===== config.mk =====
export PLATFORM = sky130hd
export DESIGN_NAME = mem_arbiter
export DESIGN_NICKNAME = d
export VERILOG_FILES = /design/src/rtl/mem_arbiter.sv
export SDC_FILE = /design/constraint.sdc
export NUM_CORES = 1
export LEC_CHECK = 0
export CORE_AREA = 2 2 308 310
export CTS_BUF_LIST = sky130_fd_sc_hd__clkbuf_8
export DETAILED_ROUTE_END_ITERATION = 16
export DIE_AREA = 0 0 310 312
export PLACE_DENSITY_LB_ADDON = 0.2
export SETUP_SLACK_MARGIN = 0.02
export SLEW_MARGIN = 40
export SYNTH_ARGS = -nofsm -noshare
export SYNTH_HDL_FRONTEND = slang
export SYNTH_SLANG_ARGS = --single-unit

===== constraint.sdc =====
create_clock -name clk -period 3.6 [get_ports clk]
set_input_delay 0.36 -clock clk [delete_from_list [all_inputs] [get_ports clk]]
set_output_delay 0.36 -clock clk [all_outputs]
set_load 0.01 [all_outputs]

===== src/rtl/mem_arbiter.sv =====
// rtl/mem_arbiter.sv - round-robin arbiter sharing one main-memory port between icache and dcache
//
// Purpose: grants one cache at a time onto the mem_req_*/mem_resp_* port, forwards dcache
// write beats, and routes read beats back to the owner by tag. One transaction in flight.
//
// Ports:
//   clk, reset           clock; asynchronous active-low reset
//   ic_req_*             icache line-read request (valid/ready/addr)
//   ic_resp_*            icache read beats (valid/data)
//   dc_req_*             dcache request (valid/ready/rw/addr)
//   dc_data_*            dcache write beats (valid/ready/bits/mask)
//   dc_resp_*            dcache read beats (valid/data)
//   mem_req_*            main-memory request (valid/ready/rw/addr/tag)
//   mem_req_data_*       main-memory write beats (valid/ready/bits/mask)
//   mem_resp_*           main-memory read beats (valid/data/tag), no backpressure
//   tag_err              sticky flag for any unexpected response beat
module mem_arbiter #(
    parameter int ADDR_BITS = 28,
    parameter int DATA_BITS = 128,
    parameter int TAG_BITS  = 5,
    parameter int BEATS     = 4
) (
    input  logic                   clk,
    input  logic                   reset,
    input  logic                   ic_req_valid,
    output logic                   ic_req_ready,
    input  logic [ADDR_BITS-1:0]   ic_req_addr,
    output logic                   ic_resp_valid,
    output logic [DATA_BITS-1:0]   ic_resp_data,
    input  logic                   dc_req_valid,
    output logic                   dc_req_ready,
    input  logic                   dc_req_rw,
    input  logic [ADDR_BITS-1:0]   dc_req_addr,
    input  logic                   dc_data_valid,
    output logic                   dc_data_ready,
    input  logic [DATA_BITS-1:0]   dc_data_bits,
    input  logic [DATA_BITS/8-1:0] dc_data_mask,
    output logic                   dc_resp_valid,
    output logic [DATA_BITS-1:0]   dc_resp_data,
    output logic                   mem_req_valid,
    input  logic                   mem_req_ready,
    output logic                   mem_req_rw,
    output logic [ADDR_BITS-1:0]   mem_req_addr,
    output logic [TAG_BITS-1:0]    mem_req_tag,
    output logic                   mem_req_data_valid,
    input  logic                   mem_req_data_ready,
    output logic [DATA_BITS-1:0]   mem_req_data_bits,
    output logic [DATA_BITS/8-1:0] mem_req_data_mask,
    input  logic                   mem_resp_valid,
    input  logic [DATA_BITS-1:0]   mem_resp_data,
    input  logic [TAG_BITS-1:0]    mem_resp_tag,
    output logic                   tag_err
);

    localparam int   CNT_W = $clog2(BEATS) + 1;
    localparam logic OWN_I = 1'b0;
    localparam logic OWN_D = 1'b1;

    typedef enum logic [1:0] {
        S_IDLE  = 2'd0,
        S_REQ   = 2'd1,
        S_WDATA = 2'd2,
        S_RESP  = 2'd3
    } state_t;

    state_t               state_q, state_d;
    logic                 owner_q, owner_d;
    logic                 rw_q, rw_d;
    logic [ADDR_BITS-1:0] addr_q, addr_d;
    logic                 rr_last_q, rr_last_d;
    logic [CNT_W-1:0]     beat_cnt_q, beat_cnt_d;
    logic                 tag_err_q, tag_err_d;

    // Ungated versions of the handshake outputs; reset masks them below.
    logic ic_req_ready_c, dc_req_ready_c, mem_req_valid_c, mem_req_data_valid_c;
    logic dc_data_ready_c, ic_resp_valid_c, dc_resp_valid_c;

    logic [TAG_BITS-1:0] exp_tag;
    logic                resp_ok;
    logic                any_req;
    logic                win_d;
    logic                last_beat;

    assign exp_tag   = TAG_BITS'(owner_q);
    assign resp_ok   = mem_resp_valid && (mem_resp_tag == exp_tag);
    assign any_req   = ic_req_valid || dc_req_valid;
    // D wins when it is the only requester, or on a tie when I was granted last.
    assign win_d     = dc_req_valid && (!ic_req_valid || (rr_last_q == OWN_I));
    assign last_beat = (beat_cnt_q == CNT_W'(BEATS - 1));

    always_ff @(posedge clk or negedge reset) begin
        if (!reset) begin
            state_q    <= S_IDLE;
            owner_q    <= OWN_D;
            rw_q       <= 1'b0;
            addr_q     <= '0;
            rr_last_q  <= OWN_I;
            beat_cnt_q <= '0;
            tag_err_q  <= 1'b0;
        end else begin
            state_q    <= state_d;
            owner_q    <= owner_d;
            rw_q       <= rw_d;
            addr_q     <= addr_d;
            rr_last_q  <= rr_last_d;
            beat_cnt_q <= beat_cnt_d;
            tag_err_q  <= tag_err_d;
        end
    end

    always_comb begin
        state_d              = state_q;
        owner_d              = owner_q;
        rw_d                 = rw_q;
        addr_d               = addr_q;
        rr_last_d            = rr_last_q;
        beat_cnt_d           = beat_cnt_q;
        tag_err_d            = tag_err_q;
        ic_req_ready_c       = 1'b0;
        dc_req_ready_c       = 1'b0;
        mem_req_valid_c      = 1'b0;
        mem_req_data_valid_c = 1'b0;
        dc_data_ready_c      = 1'b0;
        ic_resp_valid_c      = 1'b0;
        dc_resp_valid_c      = 1'b0;

        // Any beat outside RESP has no transaction to belong to.
        if (state_q != S_RESP && mem_resp_valid) begin
            tag_err_d = 1'b1;
        end

        case (state_q)
            S_IDLE: begin
                if (any_req) begin
                    ic_req_ready_c = !win_d;
                    dc_req_ready_c = win_d;
                    owner_d        = win_d;
                    rr_last_d      = win_d;
                    rw_d           = win_d ? dc_req_rw : 1'b0;
                    addr_d         = win_d ? dc_req_addr : ic_req_addr;
                    state_d        = S_REQ;
                end
            end
            S_REQ: begin
                mem_req_valid_c = 1'b1;
                if (mem_req_ready) begin
                    beat_cnt_d = '0;
                    state_d    = rw_q ? S_WDATA : S_RESP;
                end
            end
            S_WDATA: begin
                mem_req_data_valid_c = dc_data_valid;
                dc_data_ready_c      = mem_req_data_ready;
                if (dc_data_valid && mem_req_data_ready) begin
                    if (last_beat) begin
                        beat_cnt_d = '0;
                        state_d    = S_IDLE;
                    end else begin
                        beat_cnt_d = beat_cnt_q + CNT_W'(1);
                    end
                end
            end
            S_RESP: begin
                if (resp_ok) begin
                    ic_resp_valid_c = (owner_q == OWN_I);
                    dc_resp_valid_c = (owner_q == OWN_D);
                    if (last_beat) begin
                        beat_cnt_d = '0;
                        state_d    = S_IDLE;
                    end else begin
                        beat_cnt_d = beat_cnt_q + CNT_W'(1);
                    end
                end else if (mem_resp_valid) begin
                    tag_err_d = 1'b1;
                end
            end
            default: state_d = S_IDLE;
        endcase
    end

    // Reset is a level here too: while it is held low nothing may handshake,
    // even though IDLE would otherwise grant combinationally.
    assign ic_req_ready       = reset & ic_req_ready_c;
    assign dc_req_ready       = reset & dc_req_ready_c;
    assign mem_req_valid      = reset & mem_req_valid_c;
    assign mem_req_data_valid = reset & mem_req_data_valid_c;
    assign dc_data_ready      = reset & dc_data_ready_c;
    assign ic_resp_valid      = reset & ic_resp_valid_c;
    assign dc_resp_valid      = reset & dc_resp_valid_c;

    assign mem_req_rw        = rw_q;
    assign mem_req_addr      = addr_q;
    assign mem_req_tag       = exp_tag;
    assign mem_req_data_bits = dc_data_bits;
    assign mem_req_data_mask = dc_data_mask;
    assign ic_resp_data      = mem_resp_data;
    assign dc_resp_data      = mem_resp_data;
    assign tag_err           = tag_err_q;

endmodule


==> metrics.cfg <==
[cts]
clk_latency_ns = 0.36
cts_buffer_depth = 2
tritoncts = yes
cts_buffers = 5
h-tree-depth = 2
clk_pin_slew_ns = 0.10
root_buffer = clkbuf_8
cts_resized = 0
cts_sinks = 37

[power]
power_per_cell_area_nw_per_um2 = 476
leakage_nw = 1.27
p_total_w = 0.00215
vdd_drop_max_mv = 0.167

[min_path]
hold_path.class = flop to flop

[floorplanning]
die_h_um = 312
coreArea_um2 = 93000
rows = 112
initial_core_util = 0.0514
die_w_um = 310
ios = 784
die-area_um2 = 96700

[global_routing]
grt.busiest_layer = met4
grtUsageTotal = 0.0342
grt_use_met2 = 0.0430
use_met3 = 0.0304
grt-ovfl-total = 0
met1_usage = 0.0272
grt_max_degree = 33
grt_first_pass_wirelength_um = 21800
grt_pass1_vias = 2666
grt_antenna_before_repair = 1

[sta]
rsz0062_at_grt = false
hold_viol = 0
finalCritPeriodShare = 0.831
tns_ns = 0
period_needed_ns = 2.99
clock_skew_ns = 0.0145
setup_viol = 0
tightest_slew_ns = 0.622
slew_violations = 0
maxSlewHeadroom = 0.585
clock.fmax_mhz = 334

[status]
status = complete, no violations

[placed_design]
dp_hpwl_um = 13800
port_buffers = 107
dpl_cell_area_um2 = 4400
routabilityCongestion = 0.594
dp_cells = 1510

[final_layout]
area.growth.synth_to_final_pct = -5.63
finalNonFillerCells = 1522
drive_above_1_share = 0.0868
stdcell_area_um2 = 4510
final_nets = 607

[synthesis]
yosys_most_used_dff = dfrtp_1
synth_warnings = 0
syn_area_um2 = 4780
synth_cell_types = 32
ys_seq_elements = 37
synth_seq_area_share = 0.194
synthCells = 557
synth_edf_count = 0
async_flop_share = 1.00
syn_avg_cell_area_um2 = 8.58

[routing]
dr_total_vias = 2231
first_pass_iters = 4
post-route-drc-count = 0
ant_nets = 0
viasPerCell = 1.47
drt-initial-drc-count = 76
wl_um = 17200
post_drt_wl_per_cell_um = 11.3

[setup_path]
critPathCaptureType = output pin
arrival_ns = 2.63
worstPathRequired_ns = 3.24
path_max_fanout = 10
critPathLaunchType = flop
critPathKind = flop to output pin

[run]
max_cap_viol_count = 0

path summary, 6_finish.rpt:
kind                                   startpoint  cells after the start                           end  slack [ns]
hold reg to reg                 tag_err$_DFF_PN0_                      1             tag_err$_DFF_PN0_        0.47
min in group asynchronous                   reset                      2     beat_cnt_q[2]$_DFFE_PN0P_        0.54
setup reg to reg           state_q[1]$_DFFE_PN0P_                      5  mem_req_addr[21]$_DFFE_PN0P_        1.48
setup / recovery           state_q[1]$_DFFE_PN0P_                      5                 ic_resp_valid        0.61
hold / removal                  tag_err$_DFF_PN0_                      1             tag_err$_DFF_PN0_        0.47
max in group asynchronous                   reset                      3     beat_cnt_q[1]$_DFFE_PN0P_        2.38
layout by cell type (no fill, tap or decap), types with 2 or more instances in the layout:
cell type / n
and3_1: 3
inv_1: 2
clkinv_4: 2
dfrtp_1: 36
clkbuf_8: 5
clkdlybuf4s50_1: 106
nor2b_1: 2
a21o_1: 3
a221o_1: 28
and2_1: 30
buf_4: 6
nand3_1: 2
conb_1: 4
a21oi_1: 4
nand2b_1: 2
nor2_1: 5
nand2_1: 4
diode_2: 3
metrics by stage:
stage | worst slack [ns] | hold slack (ns) | utilization
finish | 0.609 | 0.467 | 0.0485
detailed placement | 0.656 | 0.421 | 0.0473
global route | 0.375 | 0.490 | 0.0484
CTS | 0.497 | 0.475 | 0.0484
global placement | 0.647 | 0.412 | 0.0473
floorplan | 1.81 | 0.0644 | -
Yosys cell counts, drive strengths merged, types with 3 or more instances:
master / number / area share
a21o: 3 / 0.0047
a21oi: 5 / 0.0052
a221o: 28 / 0.059
and2: 30 / 0.039
and3: 4 / 0.0052
buf: 409 / 0.64
clkbuf: 8 / 0.0063
dfrtp: 36 / 0.19
nand2: 4 / 0.0031
nor2: 5 / 0.0039
critical path, cell delays in order (launching register included):
cell and delay, ns:
dfrtp_1 0.54, or3b_4 0.46, nor3_1 0.35, nand3_1 0.17, nor2_1 0.18, clkdlybuf4s50_1 0.57
state kept, by name (all words and copies together) (netlist names):
| register | flops |
|---|---|
| rr_last_q | 1 |
| owner_q | 1 |
| mem_req_addr | 28 |
| beat_cnt_q | 3 |
| mem_req_rw | 1 |
| tag_err | 1 |
| state_q | 2 |
cell families after synthesis:
| family | count (synthesis) | synth area share |
|---|---|---|
| simple gates | 54 | 0.0701 |
| buf+inv | 419 | 0.649 |
| fa+ha+maj | 1 | 0.00262 |
| mux | 2 | 0.00523 |
| compound gates | 42 | 0.0769 |
| flops | 37 | 0.194 |
| xor+xnor | 1 | 0.00183 |
| other cells | 1 | 0.000784 |
layout make-up:
| class | instances | area [um2] |
|---|---|---|
| fillers | 11100 | 88500 |
| diodes | 3 | 7.51 |
| inverters | 2 | 7.51 |
| well taps | 1254 | 1570 |
| clock buffers | 5 | 68.8 |
| clock inverters | 3 | 22.5 |
| repair buffers | 114 | 1120 |
| flip-flops and latches | 37 | 927 |
| multi-input cells | 104 | 788 |
per-layer routing:
metal,wire length [um],vias to the layer above
met2,6600,375
met3,3280,181
met1,4850,884
met5,181,-
li1,-,783
met4,2260,8
where the power goes:
| part | internal [W] | switching (W) |
|---|---|---|
| combinational | 0.000626 | 0.000407 |
| sequential | 0.000610 | 0.000135 |
| clock | 0.000138 | 0.000233 |
| total | 0.00137 | 0.000775 |
timing repair:
action,CTS,global route
endpoints found under the hold margin,9,0
hold buffers,1,0
setup buffers,0,0
No activity file was read; power rests on OpenSTA's default activity.
